File: src/rtl/mem_pkg.sv
// rtl/mem_pkg.sv - shared defaults and FSM encoding for the burst master
package mem_pkg;

  localparam int MEM_WIDTH      = 8;
  localparam int MEM_DEPTH      = 32;
  localparam int MEM_ADDR_WIDTH = $clog2(MEM_DEPTH);

  typedef enum logic [1:0] {
    ST_IDLE = 2'd0,
    ST_XFER = 2'd1,
    ST_DONE = 2'd2
  } state_e;

endpackage

File: src/rtl/mem_addr_gen.sv
// rtl/mem_addr_gen.sv - beat index counter, wrapping address and seed+index pattern
module mem_addr_gen
  import mem_pkg::*;
#(
  parameter int WIDTH      = MEM_WIDTH,
  parameter int DEPTH      = MEM_DEPTH,
  parameter int ADDR_WIDTH = MEM_ADDR_WIDTH
) (
  input  logic                  clk,
  input  logic                  rst_n,
  input  logic                  load,
  input  logic                  advance,
  input  logic [ADDR_WIDTH-1:0] start,
  input  logic [WIDTH-1:0]      seed,
  output logic [ADDR_WIDTH:0]   index,
  output logic [WIDTH-1:0]      pat_cur,
  output logic [ADDR_WIDTH-1:0] addr_nxt,
  output logic [WIDTH-1:0]      pat_nxt
);

  localparam logic [ADDR_WIDTH:0] DEPTH_W = (ADDR_WIDTH + 1)'(DEPTH);
  localparam logic [ADDR_WIDTH:0] IDX_ONE = (ADDR_WIDTH + 1)'(1);

  logic [ADDR_WIDTH:0]   index_q, index_d;
  logic [ADDR_WIDTH-1:0] start_q, start_d;
  logic [WIDTH-1:0]      seed_q, seed_d;

  // start + offset modulo DEPTH; both operands are below DEPTH (offset <= DEPTH),
  // so a single conditional subtract is enough even for non power-of-two depths
  function automatic logic [ADDR_WIDTH-1:0] wrap_addr(input logic [ADDR_WIDTH-1:0] base,
                                                      input logic [ADDR_WIDTH:0]   off);
    logic [ADDR_WIDTH:0] sum;
    sum = {1'b0, base} + off;
    if (sum >= DEPTH_W) sum = sum - DEPTH_W;
    return sum[ADDR_WIDTH-1:0];
  endfunction

  // next index/start/seed: a load restarts the burst, an accepted beat steps the index
  always_comb begin
    index_d = index_q;
    start_d = start_q;
    seed_d  = seed_q;
    if (load) begin
      index_d = '0;
      start_d = start;
      seed_d  = seed;
    end else if (advance) begin
      index_d = index_q + IDX_ONE;
    end
  end

  // counter and burst parameter registers
  always_ff @(posedge clk or negedge rst_n) begin
    if (!rst_n) begin
      index_q <= '0;
      start_q <= '0;
      seed_q  <= '0;
    end else begin
      index_q <= index_d;
      start_q <= start_d;
      seed_q  <= seed_d;
    end
  end

  // current pattern feeds the read compare; next values feed the registered outputs
  always_comb begin
    index    = index_q;
    pat_cur  = seed_q + WIDTH'(index_q);
    addr_nxt = wrap_addr(start_d, index_d);
    pat_nxt  = seed_d + WIDTH'(index_d);
  end

endmodule

File: src/rtl/mem_burst_master.sv
// rtl/mem_burst_master.sv - burst read/write master with read-compare error counter
module mem_burst_master
  import mem_pkg::*;
#(
  parameter int WIDTH      = MEM_WIDTH,
  parameter int DEPTH      = MEM_DEPTH,
  parameter int ADDR_WIDTH = MEM_ADDR_WIDTH
) (
  input  logic                  clk,
  input  logic                  res,
  input  logic                  cmd_valid,
  output logic                  cmd_ready,
  input  logic                  cmd_wr_rd,
  input  logic [ADDR_WIDTH-1:0] cmd_start,
  input  logic [ADDR_WIDTH:0]   cmd_len,
  input  logic [WIDTH-1:0]      cmd_seed,
  output logic                  valid,
  input  logic                  ready,
  output logic                  wr_rd,
  output logic [ADDR_WIDTH-1:0] addr,
  output logic [WIDTH-1:0]      wdata,
  input  logic [WIDTH-1:0]      rdata,
  output logic                  rd_valid,
  output logic [WIDTH-1:0]      rd_data,
  output logic                  busy,
  output logic                  done,
  output logic [ADDR_WIDTH:0]   err_cnt
);

  localparam logic [ADDR_WIDTH:0] CNT_ONE = (ADDR_WIDTH + 1)'(1);
  localparam logic [ADDR_WIDTH:0] CNT_MAX = '1;

  state_e                state_q, state_d;
  logic [ADDR_WIDTH:0]   len_q, len_d;
  logic                  valid_q, valid_d;
  logic                  wr_rd_q, wr_rd_d;
  logic [ADDR_WIDTH-1:0] addr_q, addr_d;
  logic [WIDTH-1:0]      wdata_q, wdata_d;
  logic                  busy_q, busy_d;
  logic                  done_q, done_d;
  logic                  rd_valid_q, rd_valid_d;
  logic [WIDTH-1:0]      rd_data_q, rd_data_d;
  logic [ADDR_WIDTH:0]   err_cnt_q, err_cnt_d;

  logic                  load;
  logic                  advance;
  logic [ADDR_WIDTH:0]   index;
  logic [WIDTH-1:0]      pat_cur;
  logic [ADDR_WIDTH-1:0] addr_nxt;
  logic [WIDTH-1:0]      pat_nxt;

  mem_addr_gen #(
    .WIDTH      (WIDTH),
    .DEPTH      (DEPTH),
    .ADDR_WIDTH (ADDR_WIDTH)
  ) u_addr_gen (
    .clk      (clk),
    .rst_n    (res),
    .load     (load),
    .advance  (advance),
    .start    (cmd_start),
    .seed     (cmd_seed),
    .index    (index),
    .pat_cur  (pat_cur),
    .addr_nxt (addr_nxt),
    .pat_nxt  (pat_nxt)
  );

  // next state, next registered outputs, read compare and error counting
  always_comb begin
    state_d    = state_q;
    len_d      = len_q;
    valid_d    = valid_q;
    wr_rd_d    = wr_rd_q;
    addr_d     = addr_q;
    wdata_d    = wdata_q;
    busy_d     = busy_q;
    done_d     = 1'b0;
    rd_valid_d = 1'b0;
    rd_data_d  = rd_data_q;
    err_cnt_d  = err_cnt_q;
    load       = 1'b0;
    advance    = 1'b0;

    unique case (state_q)
      ST_IDLE: begin
        if (cmd_valid) begin
          load      = 1'b1;
          len_d     = cmd_len;
          err_cnt_d = '0;
          if (cmd_len == '0) begin
            state_d = ST_DONE;
            done_d  = 1'b1;
          end else begin
            state_d = ST_XFER;
            valid_d = 1'b1;
            busy_d  = 1'b1;
            wr_rd_d = cmd_wr_rd;
            addr_d  = addr_nxt;
            wdata_d = cmd_wr_rd ? pat_nxt : '0;
          end
        end
      end

      ST_XFER: begin
        if (valid_q && ready) begin
          advance = 1'b1;
          if (!wr_rd_q) begin
            rd_valid_d = 1'b1;
            rd_data_d  = rdata;
            if (rdata != pat_cur && err_cnt_q != CNT_MAX) begin
              err_cnt_d = err_cnt_q + CNT_ONE;
            end
          end
          if (index == len_q - CNT_ONE) begin
            state_d = ST_DONE;
            done_d  = 1'b1;
            valid_d = 1'b0;
            busy_d  = 1'b0;
            wr_rd_d = 1'b0;
            addr_d  = '0;
            wdata_d = '0;
          end else begin
            addr_d  = addr_nxt;
            wdata_d = wr_rd_q ? pat_nxt : '0;
          end
        end
      end

      ST_DONE: begin
        state_d = ST_IDLE;
      end

      default: begin
        state_d = ST_IDLE;
      end
    endcase
  end

  // state and output registers; reset abandons any burst without waiting for a clock
  always_ff @(posedge clk or negedge res) begin
    if (!res) begin
      state_q    <= ST_IDLE;
      len_q      <= '0;
      valid_q    <= 1'b0;
      wr_rd_q    <= 1'b0;
      addr_q     <= '0;
      wdata_q    <= '0;
      busy_q     <= 1'b0;
      done_q     <= 1'b0;
      rd_valid_q <= 1'b0;
      rd_data_q  <= '0;
      err_cnt_q  <= '0;
    end else begin
      state_q    <= state_d;
      len_q      <= len_d;
      valid_q    <= valid_d;
      wr_rd_q    <= wr_rd_d;
      addr_q     <= addr_d;
      wdata_q    <= wdata_d;
      busy_q     <= busy_d;
      done_q     <= done_d;
      rd_valid_q <= rd_valid_d;
      rd_data_q  <= rd_data_d;
      err_cnt_q  <= err_cnt_d;
    end
  end

  // output drive straight from registers; cmd_ready decoded from state
  always_comb begin
    cmd_ready = (state_q == ST_IDLE);
    valid     = valid_q;
    wr_rd     = wr_rd_q;
    addr      = addr_q;
    wdata     = wdata_q;
    busy      = busy_q;
    done      = done_q;
    rd_valid  = rd_valid_q;
    rd_data   = rd_data_q;
    err_cnt   = err_cnt_q;
  end

endmodule
File: config.mk
export PLATFORM = sky130hd
export DESIGN_NAME = mem_burst_master
export DESIGN_NICKNAME = d
export VERILOG_FILES = /design/src/rtl/mem_pkg.sv /design/src/rtl/mem_addr_gen.sv /design/src/rtl/mem_burst_master.sv
export SDC_FILE = /design/constraint.sdc
export NUM_CORES = 1
export LEC_CHECK = 0
export ABC_AREA = 0
export BUFFER_PORTS_ARGS = -buffer_cell sky130_fd_sc_hd__buf_2
export CAP_MARGIN = 20
export CORE_UTILIZATION = 47
export CTS_CLUSTER_SIZE = 30
export DETAILED_ROUTE_END_ITERATION = 7
export HOLD_SLACK_MARGIN = 0.06
export PLACE_DENSITY = 0.7
export SETUP_SLACK_MARGIN = 0.1
export SYNTH_ARGS = -nofsm -noshare
export SYNTH_HDL_FRONTEND = slang
export SYNTH_SLANG_ARGS = --single-unit
File: constraint.sdc
create_clock -name clk -period 8.9 [get_ports clk]
set_input_delay 0.445 -clock clk [delete_from_list [all_inputs] [get_ports clk]]
set_output_delay 0.445 -clock clk [all_outputs]
set_load 0.02 [all_outputs]
==> flow_metrics.env <==
export IMPL_arrival_ns=3.53
export IMPL_synth_seq_area_share_pct=43.3
export IMPL_start_kind="flop"
export IMPL_clk_pin_slew_worst_paths_ns=0.07
export IMPL_dp_final_hpwl_um=5550
export IMPL_setup_viol=0
export IMPL_timing_setup_tns_ns=0
export IMPL_clock_fmax_ghz=0.305
export IMPL_cts_made_buffers=9
export IMPL_ant_nets=0
export IMPL_synthesis_area_um2=3350
export IMPL_die_y_um=86.4
export IMPL_gp_congestion=0.879
export IMPL_worst_slack_ns=5.62
export IMPL_crit_required_ns=9.15
export IMPL_power_frac_clock_pct=13.1
export IMPL_final_max_slew_viol_count=0
export IMPL_grt_overflow_total=0
export IMPL_cp_max_fo=8
export IMPL_num_io_pins=65
export IMPL_fin_nets=479
export IMPL_critPathKind="reg2reg"
export IMPL_place_area_um2=3770
export IMPL_grt_usage_pct=22.4
export IMPL_dpl_worst_slack_ns=5.66
export IMPL_maxCapViolations=0
export IMPL_power_leakage_nw=1.99
export IMPL_synth_edf_count=0
export IMPL_design_area_um2=3930
export IMPL_max_stage_delay_ns=0.46
export IMPL_syn_inst=357
export IMPL_synth_top_family_by_area="simple AND/OR/NAND/NOR gates"
export IMPL_die_area_um2=7470
export IMPL_synth_main_ff_cell="dfrtp_1"
export IMPL_p_per_area_nw_per_um2=407
export IMPL_numPortBuffers=64
export IMPL_combPwrFrac_pct=57.3
export IMPL_period_minus_slack_ns=3.28
export IMPL_h_tree_depth=3
export IMPL_r2r_end="wdata[6]"
export IMPL_outcome="complete, no violations"
export IMPL_multiInputGateArea_um2=1800
export IMPL_antenna_found_initial=0
export IMPL_finalCritPeriodShare_pct=36.9
export IMPL_power_mw=1.60
export IMPL_synth_async_reset_ratio_pct=100
export IMPL_clock_root_buffer="clkbuf_8"
export IMPL_yosys_register_bits=58
export IMPL_viasPerCell=5.37
export IMPL_drive_above_1_share_pct=22.3
export IMPL_finalHoldViolCount=0
export IMPL_intPower_mw=0.863
export IMPL_syn2layout_area_growth_pct=17.3
export IMPL_cts_max_path_buffers=2
export IMPL_drc_errors=0
export IMPL_firstDrtPassIters=4
export IMPL_num_vias=2823
export IMPL_rsz0062_at_grt="no"
export IMPL_synthAdderAreaFrac_pct=8.89
export IMPL_cp_slowest_cell="nor2b_1"
export IMPL_cts_sinks=58
export IMPL_max_slew_worst_pin_slew_ns=0.846
export IMPL_core_um2=6830
export IMPL_clkLatencyLatePin_ns=0.34
export IMPL_hp_class="in2async"
export IMPL_synth_compound_area_share_pct=12.9
export IMPL_grt_pass1_wl_um=12700
export IMPL_synth_xor_area_share_pct=7.84
export IMPL_drtIter0Drc=149
export IMPL_cpMostUsedCell="nor2b_1"
export IMPL_cts_tree="built"
export IMPL_postCtsResizedCells=0
export IMPL_peakVddDrop_mv=0.212
export IMPL_syn_area_per_cell_um2=9.39
export IMPL_wirelength_um=7610
export IMPL_cp_end_kind="flop"
export IMPL_cts_setup_buffers=0
export IMPL_synthSimpleGateAreaFrac_pct=19.8
export IMPL_grt_max_degree=59
export IMPL_fin_worst_skew_ns=0.00635
export IMPL_cts_hold_buf=0
export IMPL_routedWlPerCell_um=14.5
export IMPL_r2r_cells=13
export IMPL_path_cells="nor2b_1 > and3_1 > nand2_1 > xor2_1 > nor2_1 > ha_1 > nor2b_1 > o21ai_0 > nand2b_1 > a21o_1 > a21oi_1 > xnor2_1 > a211oi_1"
export IMPL_ys_warnings_count=0
export IMPL_swShare_pct=46.1
export IMPL_final_util_pct=57.5
export IMPL_die_x_um=86.4
export IMPL_initial_core_util_pct=49.0
export IMPL_switching_power_mw=0.739
export IMPL_rows=30
export IMPL_antennaDiodeCount=0
export IMPL_max_slew_margin_pct=43.4
export IMPL_seqCellArea_um2=1450
export IMPL_grt_pass1_vias=2650
export IMPL_p_seq_share_pct=29.6
export IMPL_reg2reg_from="state_q[0]"
export IMPL_synth_cell_type_count=47
export IMPL_synth_fp_nets=411
export IMPL_reg2reg_slack_ns=5.62
export IMPL_synthMuxAreaShare_pct=4.18
export IMPL_n_fill_cell=649
==> area by class of cell <==
cell class / count / share of cell area [%]
clock buffers: 13 / 3.79
flip-flops and latches: 58 / 36.9
inverters: 15 / 1.43
clock inverters: 3 / 0.382
repair buffers: 67 / 8.72
well taps: 96 / 3.06
multi-input cells: 274 / 45.7
==> power by group through the flow <==
stage	registers [mW]	clock network, mW	logic (mW)
6_report	0.473	0.210	0.918
3_3_place_gp	0.473	0	0.893
2_1_floorplan	0.522	0	0.633
4_1_cts	0.473	0.217	0.922
3_5_place_dp	0.477	0	0.914
5_1_grt	0.488	0.229	1.03
==> state kept, by name, summed over array words and instances (netlist names) <==
name / flops
u_addr_gen.seed_q: 8
done: 1
wr_rd: 1
wdata: 8
rd_data: 8
len_q: 6
err_cnt: 6
addr: 5
state_q: 2
u_addr_gen.index: 6
rd_valid: 1
busy: 1
u_addr_gen.start_q: 5
==> logic make-up after synthesis <==
logic type      count (synthesis)
buf+inv                        25
mux                            13
flops                          58
compound gates                 68
simple gates                  141
xor+xnor                       30
fa+ha+maj                      22
==> cell usage in the layout (no fill, tap or decap), types with 2 or more instances in the layout <==
| cell | count |
|---|---|
| a21o_1 | 9 |
| and3_1 | 4 |
| dfrtp_1 | 58 |
| o21ai_1 | 2 |
| fa_1 | 3 |
| nand3_1 | 9 |
| clkbuf_8 | 10 |
| clkinv_2 | 3 |
| nor3_1 | 6 |
| buf_4 | 3 |
| xnor2_1 | 16 |
| o21a_1 | 2 |
| nor2b_1 | 5 |
| buf_2 | 64 |
| a211oi_1 | 3 |
| nor2_1 | 24 |
| mux2_2 | 8 |
| inv_1 | 15 |
| nand2_1 | 68 |
| ha_1 | 19 |
| nor4_1 | 5 |
| clkbuf_1 | 3 |
| mux2i_1 | 5 |
| a21oi_1 | 20 |
| nand4_1 | 4 |
| nand2b_1 | 6 |
| a31oi_1 | 3 |
| xor2_1 | 14 |
| or3_1 | 3 |
| o21ai_0 | 17 |
==> cell usage after synthesis (all sizes together), types with 2 or more instances <==
library cell	instances	area (um2)
a211oi	3	22.5
a21o	9	67.6
a21oi	20	100
a22o	2	18.8
a31oi	3	18.8
and3	4	25.0
buf	3	20.0
clkbuf	7	26.3
dfrtp	58	1450
fa	3	60.1
ha	19	238
inv	15	56.3
mux2	8	90.1
mux2i	5	50.1
nand2	68	255
nand2b	6	37.5
nand3	9	45.0
nand4	4	25.0
nor2	24	90.1
nor2b	5	31.3
nor3	7	40.0
nor4	6	52.6
o21a	2	15.0
o21ai	19	95.1
or3	3	18.8
or4	2	16.3
xnor2	16	140
xor2	14	123
==> routing by layer <==
metal,wire length (um),vias up,global-route usage [%]
met1,3570,1360,30.9
met2,3560,76,34.8
met3,366,10,4.38
met4,114,0,8.79
li1,-,1377,-
met5,0,-,0
==> through the flow <==
stage | instances | hold slack, ns
6_report | 526 | 0.256
5_1_grt | 526 | 0.308
4_1_cts | 526 | 0.273
3_5_place_dp | 510 | 0.468
3_3_place_gp | 510 | 0.470
2_1_floorplan | 357 | 0.149
==> how the worst max path moves through the flow <==
| stage | depth (start not counted) | startpoint | endpoint |
|---|---|---|---|
| floorplan | 17 | state_q[0] | wdata[6] |
| global placement | 10 | state_q[0] | wdata[7] |
| CTS | 13 | state_q[0] | wdata[6] |
| finish | 13 | state_q[0] | wdata[6] |
| global route | 13 | state_q[0] | wdata[6] |
| detailed placement | 13 | state_q[0] | wdata[6] |
==> worst max-delay path: cells and delay by family (launching register included) <==
family | cells | cell delay (ns)
flops | 1 | 0.45
compound gates | 4 | 0.73
simple gates | 6 | 1.46
fa+ha+maj | 1 | 0.32
xor+xnor | 2 | 0.23
Power figures use the tool's default switching activity.
